===== src/rtl/tt_dsrt_pkg.sv =====
// -----------------------------------------------------------------------------
// tt_dsrt_pkg
// Shared definitions for the tt_um_dsrt_logic_array tile.
//   dsrt_mode_e : per-array processing mode, decoded from uio_in[1:0]
//   UIO_OE_CNT  : bidirectional output enables when the edge counter is built
//   CNT_W       : width of the channel-0 rising-edge counter
// -----------------------------------------------------------------------------
package tt_dsrt_pkg;

  typedef enum logic [1:0] {
    MODE_INVERT = 2'd0,
    MODE_PASS   = 2'd1,
    MODE_TOGGLE = 2'd2,
    MODE_PULSE  = 2'd3
  } dsrt_mode_e;

  // Counter occupies uio[7:3]; uio[2:0] stay inputs for mode/hold.
  localparam logic [7:0] UIO_OE_CNT = 8'hF8;

  localparam int unsigned CNT_W = 5;

endpackage


===== src/rtl/tt_dsrt_sync.sv =====
// -----------------------------------------------------------------------------
// tt_dsrt_sync
// Multi-bit flop-chain synchroniser with asynchronous active-low clear. Each
// bit is synchronised independently; there is no bus coherency guarantee.
//   clk_i  : sampling clock
//   rst_ni : asynchronous active-low clear of every stage
//   d_i    : asynchronous input bits
//   q_o    : synchronised bits, Depth cycles after capture
// Parameters: Width (bits), Depth (stages, >= 2).
// -----------------------------------------------------------------------------
module tt_dsrt_sync #(
  parameter int unsigned Width = 8,
  parameter int unsigned Depth = 2
) (
  input  logic             clk_i,
  input  logic             rst_ni,
  input  logic [Width-1:0] d_i,
  output logic [Width-1:0] q_o
);

  // stage_q[0] is the first (metastability-exposed) stage.
  logic [Depth-1:0][Width-1:0] stage_q;

  always_ff @(posedge clk_i or negedge rst_ni) begin
    if (!rst_ni) begin
      stage_q <= '0;
    end else begin
      stage_q <= {stage_q[Depth-2:0], d_i};
    end
  end

  assign q_o = stage_q[Depth-1];

endmodule


===== src/rtl/tt_um_dsrt_logic_array.sv =====
// -----------------------------------------------------------------------------
// tt_um_dsrt_logic_array
// Multi-channel registered logic array for the TinyTapeout harness. Each of the
// WIDTH channels on ui_in is synchronised, then inverted, passed, toggled on
// rising edge or pulsed on rising edge according to a shared run-time mode,
// and registered onto uo_out. A hold control freezes the output register.
//
// Ports:
//   clk     : single clock, all state on the rising edge
//   rst_n   : asynchronous active-low reset, clears every flop
//   ui_in   : channel inputs, bits [WIDTH-1:0] used
//   uo_out  : registered channel outputs, [7:WIDTH] tied 0
//   uio_in  : [1:0] mode (dsrt_mode_e), [2] hold, [7:3] unused
//   uio_out : [7:3] channel-0 rising-edge count when built, else 0
//   uio_oe  : constant, 8'hF8 with the counter, 8'h00 without
//   ena     : ignored
//
// Parameters: WIDTH (1..8 active channels), SYNC_STAGES (>= 2).
//
// Build option: define DSRT_EDGE_CNT_EN to build the 5-bit channel-0
// rising-edge counter driven onto uio_out[7:3].
// -----------------------------------------------------------------------------
module tt_um_dsrt_logic_array
  import tt_dsrt_pkg::*;
#(
  parameter int unsigned WIDTH       = 8,
  parameter int unsigned SYNC_STAGES = 2
) (
  input  logic [7:0] ui_in,
  output logic [7:0] uo_out,
  input  logic [7:0] uio_in,
  output logic [7:0] uio_out,
  output logic [7:0] uio_oe,
  input  logic       ena,
  input  logic       clk,
  input  logic       rst_n
);

  // ---------------------------------------------------------------------------
  // Synchronisers. Data and control share the same depth so that a data change
  // and a mode change captured on the same edge are processed together.
  // ---------------------------------------------------------------------------
  logic [WIDTH-1:0] data_s;
  logic [2:0]       ctl_s;

  tt_dsrt_sync #(
    .Width (WIDTH),
    .Depth (SYNC_STAGES)
  ) u_sync_data (
    .clk_i  (clk),
    .rst_ni (rst_n),
    .d_i    (ui_in[WIDTH-1:0]),
    .q_o    (data_s)
  );

  tt_dsrt_sync #(
    .Width (3),
    .Depth (SYNC_STAGES)
  ) u_sync_ctl (
    .clk_i  (clk),
    .rst_ni (rst_n),
    .d_i    (uio_in[2:0]),
    .q_o    (ctl_s)
  );

  dsrt_mode_e mode;
  logic       hold;

  assign mode = dsrt_mode_e'(ctl_s[1:0]);
  assign hold = ctl_s[2];

  // ---------------------------------------------------------------------------
  // Channel state
  // ---------------------------------------------------------------------------
  logic [WIDTH-1:0] p_q;     // previous synced data, for edge detection
  logic [WIDTH-1:0] t_q, t_d; // per-channel toggle state
  logic [WIDTH-1:0] o_q, o_d; // output register
  logic [WIDTH-1:0] rise;

  // p resets to 0, so an input held high through reset yields one rise.
  assign rise = data_s & ~p_q;

  always_comb begin
    // Toggle state advances in every mode so TOGGLE resumes coherently.
    t_d = t_q ^ rise;
    o_d = o_q;
    if (!hold) begin
      unique case (mode)
        MODE_INVERT: o_d = ~data_s;
        MODE_PASS:   o_d = data_s;
        MODE_TOGGLE: o_d = t_d;
        MODE_PULSE:  o_d = rise;
        default:     o_d = o_q;
      endcase
    end
  end

  always_ff @(posedge clk or negedge rst_n) begin
    if (!rst_n) begin
      p_q <= '0;
      t_q <= '0;
      o_q <= '0;
    end else begin
      p_q <= data_s;
      t_q <= t_d;
      o_q <= o_d;
    end
  end

  always_comb begin
    uo_out            = '0;
    uo_out[WIDTH-1:0] = o_q;
  end

  // ---------------------------------------------------------------------------
  // Optional channel-0 rising-edge counter; independent of mode and hold.
  // ---------------------------------------------------------------------------
`ifdef DSRT_EDGE_CNT_EN
  logic [CNT_W-1:0] cnt_q;

  always_ff @(posedge clk or negedge rst_n) begin
    if (!rst_n) begin
      cnt_q <= '0;
    end else begin
      cnt_q <= cnt_q + CNT_W'(rise[0]);
    end
  end

  assign uio_out = {cnt_q, 3'b000};
  assign uio_oe  = UIO_OE_CNT;
`else
  assign uio_out = 8'h00;
  assign uio_oe  = 8'h00;
`endif

  // Harness inputs that carry no function in this tile.
  logic unused_inputs;
  assign unused_inputs = ^{ena, ui_in, uio_in[7:3]};

endmodule


===== config.mk =====
export PLATFORM = sky130hd
export DESIGN_NAME = tt_um_dsrt_logic_array
export DESIGN_NICKNAME = d
export VERILOG_FILES = /design/src/rtl/tt_dsrt_pkg.sv /design/src/rtl/tt_dsrt_sync.sv /design/src/rtl/tt_um_dsrt_logic_array.sv
export SDC_FILE = /design/constraint.sdc
export NUM_CORES = 1
export LEC_CHECK = 0
export ABC_CLOCK_PERIOD_IN_PS = 1700
export CORE_ASPECT_RATIO = 1.25
export CORE_MARGIN = 4
export CORE_UTILIZATION = 49
export DETAILED_ROUTE_END_ITERATION = 10
export GPL_TIMING_DRIVEN = 0
export PLACE_DENSITY = 0.78
export SYNTH_ARGS = -nofsm -noshare
export SYNTH_HDL_FRONTEND = slang
export SYNTH_SLANG_ARGS = --single-unit

===== constraint.sdc =====
create_clock -name clk -period 1.7 [get_ports clk]
set_clock_uncertainty 0.15 [all_clocks]
set_input_delay 0.51 -clock clk [delete_from_list [all_inputs] [get_ports clk]]
set_output_delay 0.51 -clock clk [all_outputs]
set_load 0.02 [all_outputs]

==> flow_summary.json <==
{
  "hp-class": "register to register",
  "clock_sinks": 46,
  "io_buffers": 20,
  "mostFrequentLayoutCell": "dfrtp_1",
  "vias": 1183,
  "start_util_pct": 52.33,
  "syn2layout_area_growth_pct": 22.03,
  "finalHoldViolCount": 0,
  "grt_pass1_wl_um": 5789,
  "synth_largest_area_cell": "dfrtp_1",
  "clockBufferDepth": 2,
  "path_clk_slew_ps": 80,
  "die-area_sq_um": 4911,
  "crit_path_cell_trace": "dlygate4sd2_1",
  "path_delay_family": "flip-flops",
  "critical_path_class": "register to output port",
  "rsz0062_at_grt": "no",
  "cp_slowest_cell": "dfrtp_1",
  "detail_route.first_pass.iterations": 4,
  "synth_warnings": 0,
  "root_buffer": "clkbuf_8",
  "synthesis.area_sq_um": 1886,
  "ys_seq_elements": 46,
  "fin_area_sq_um": 2301,
  "finalSetupTns_ps": 0,
  "drcViolationCount": 0,
  "cts_buffers": 5,
  "finalCritPeriodShare_pct": 97.97,
  "grt_use_total_pct": 15.32,
  "diodes": 0,
  "drive_above_1_share_pct": 19.69,
  "drt_wl_total_um": 3410,
  "hpwlAfterDp_um": 2414,
  "place.gp.congestion": 0.6626,
  "ys_types": 13,
  "synthTopCellsByArea": "dfrtp_1 (61%), nand2b_1 (8.0%), buf_4 (7.2%)",
  "final_cell_mix": "dfrtp_1 (46), nand2b_1 (24), buf_4 (18), nand2_1 (16), conb_1 (16)",
  "slew_violations": 0,
  "power_density_nw_per_um2": 1130,
  "htreeDepth": 2,
  "grt-ovfl-total": 0,
  "seq_area_frac_synth_pct": 61.05,
  "end_kind": "output port",
  "wl_per_cell_um": 14.70,
  "nFillCells": 277,
  "avgViaCountPerCell": 5.099,
  "rows": 24,
  "cp_max_fo": 2,
  "ff_latch_area_sq_um": 1151,
  "grt_max_degree": 36,
  "nets": 211,
  "cap_viol_max_count": 0,
  "multi_input_area_sq_um": 640.6,
  "worstPathRequired_ps": 1040,
  "drt_iter0_drc": 34,
  "fin_crit_ps": 1665,
  "cts_tree": "yes",
  "synthesis.instances": 148,
  "cts_setup_buffers": 0,
  "max_stage_delay_ps": 390,
  "arrival_ps": 1010,
  "place_area_sq_um": 2206,
  "die_h_um": 77.36,
  "worstSkewPairLatency_ps": 300,
  "vdd_ir_drop_max_mv": 0.6990,
  "yosysTopAreaCellShare_pct": 61.05,
  "critPathLaunchType": "register",
  "run_status": "completed",
  "grt_pass1_vias": 1241,
  "die-width_um": 63.49,
  "synth_area_per_cell_sq_um": 12.74,
  "grt_antenna_before_repair": 0,
  "fmax_mhz": 600.5,
  "path_buf_inv": 1,
  "final_antenna_net_count": 0,
  "core_area_sq_um": 3603,
  "io-pin-count": 43,
  "setup_viol_count_final": 0,
  "power_leakage_nw": 1.102
}
==> metrics by stage <==
| step | util (%) | total power, W | instances | setup WS [ps] | hold WS, ps |
|---|---|---|---|---|---|
| after floorplan | - | 0.001764 | 163 | 444.5 | 64.41 |
| after global placement | 60.80 | 0.001924 | 222 | -1053 | 181.7 |
| after detailed placement | 61.22 | 0.001974 | 223 | 84.26 | 186.4 |
| after CTS | 63.75 | 0.002609 | 232 | 18.49 | 204.6 |
| after global routing | 63.85 | 0.002725 | 232 | 2.517 | 211.5 |
| final | 63.85 | 0.002600 | 232 | 34.59 | 201.4 |
==> cells by family after synthesis <==
logic type                after synthesis  synth area share [%]
and+or+nand+nor                        48                 14.86
DFF                                    46                 61.05
AOI/OAI and AO/OA                      24                 12.21
buffers and inverters                  21                 7.963
xor gates and xnor gates                8                 3.716
other                                   1                0.1989
==> synthesized netlist by cell type (all sizes together) <==
master and instances:
xnor2 8, dfrtp 46, nand2 16, buf 20, nand2b 24, conb 1, o41ai 8, and3b 8
a21boi 8, clkbuf 1, a21oi 8
==> registers in the layout (all words and copies together), names as in the netlist <==
signal               cells
p_q                      8
t_q                      8
u_sync_data.q_o          8
u_sync_data.stage_q      8
uo_out                   8
u_sync_ctl.q_o           3
u_sync_ctl.stage_q       3
==> cell type report <==
type                    instances  area share [%]
flip-flops and latches         46           50.03
multi-input cells              96           27.84
repair buffers                 22           9.516
plain buffers                  21           6.525
clock inverters                 1          0.2175
well taps                      39           2.121
clock buffers                   7           3.752
==> timing repair <==
item,in CTS,in global routing
endpoints found under the setup margin,8,3
hold buffers,1,0
endpoints found under the hold margin,11,0
gates resized for setup,8,3
pin swaps,0,0
==> layer usage <==
| layer | track usage [%] | wire (um) | vias to the layer above | share of wire, % |
|---|---|---|---|---|
| met5 | 0 | 0 | - | 0 |
| met3 | 4.480 | 215 | 5 | 6.3 |
| met4 | 7.559 | 46 | 0 | 1.3 |
| li1 | - | - | 547 | - |
| met2 | 27.27 | 1848 | 43 | 54 |
| met1 | 16.41 | 1299 | 588 | 38 |
==> report_power, final <==
part | internal, W | switching, W
registers | 0.00127 | 0.000145
clock network | 0.000328 | 0.000335
logic | 0.000275 | 0.000252
total | 0.00187 | 0.000732
==> path summary, 6_finish.rpt <==
path                                                  start                          endpoint  slack [ps]  depth (start not counted)
setup / recovery                      uo_out[2]$_DFFE_PN0N_                         uo_out[2]          30                          1
hold / removal             u_sync_data.stage_q[6]$_DFF_PN0_      u_sync_data.q_o[6]$_DFF_PN0_         200                          0
setup reg to reg                u_sync_ctl.q_o[1]$_DFF_PN0_             uo_out[4]$_DFFE_PN0N_         250                          3
hold reg to reg            u_sync_data.stage_q[6]$_DFF_PN0_      u_sync_data.q_o[6]$_DFF_PN0_         200                          0
max in group asynchronous                             rst_n      u_sync_data.q_o[2]$_DFF_PN0_         450                          3
min in group asynchronous                             rst_n  u_sync_data.stage_q[3]$_DFF_PN0_         470                          2
Note: power is estimated with default switching activity, not from simulation.
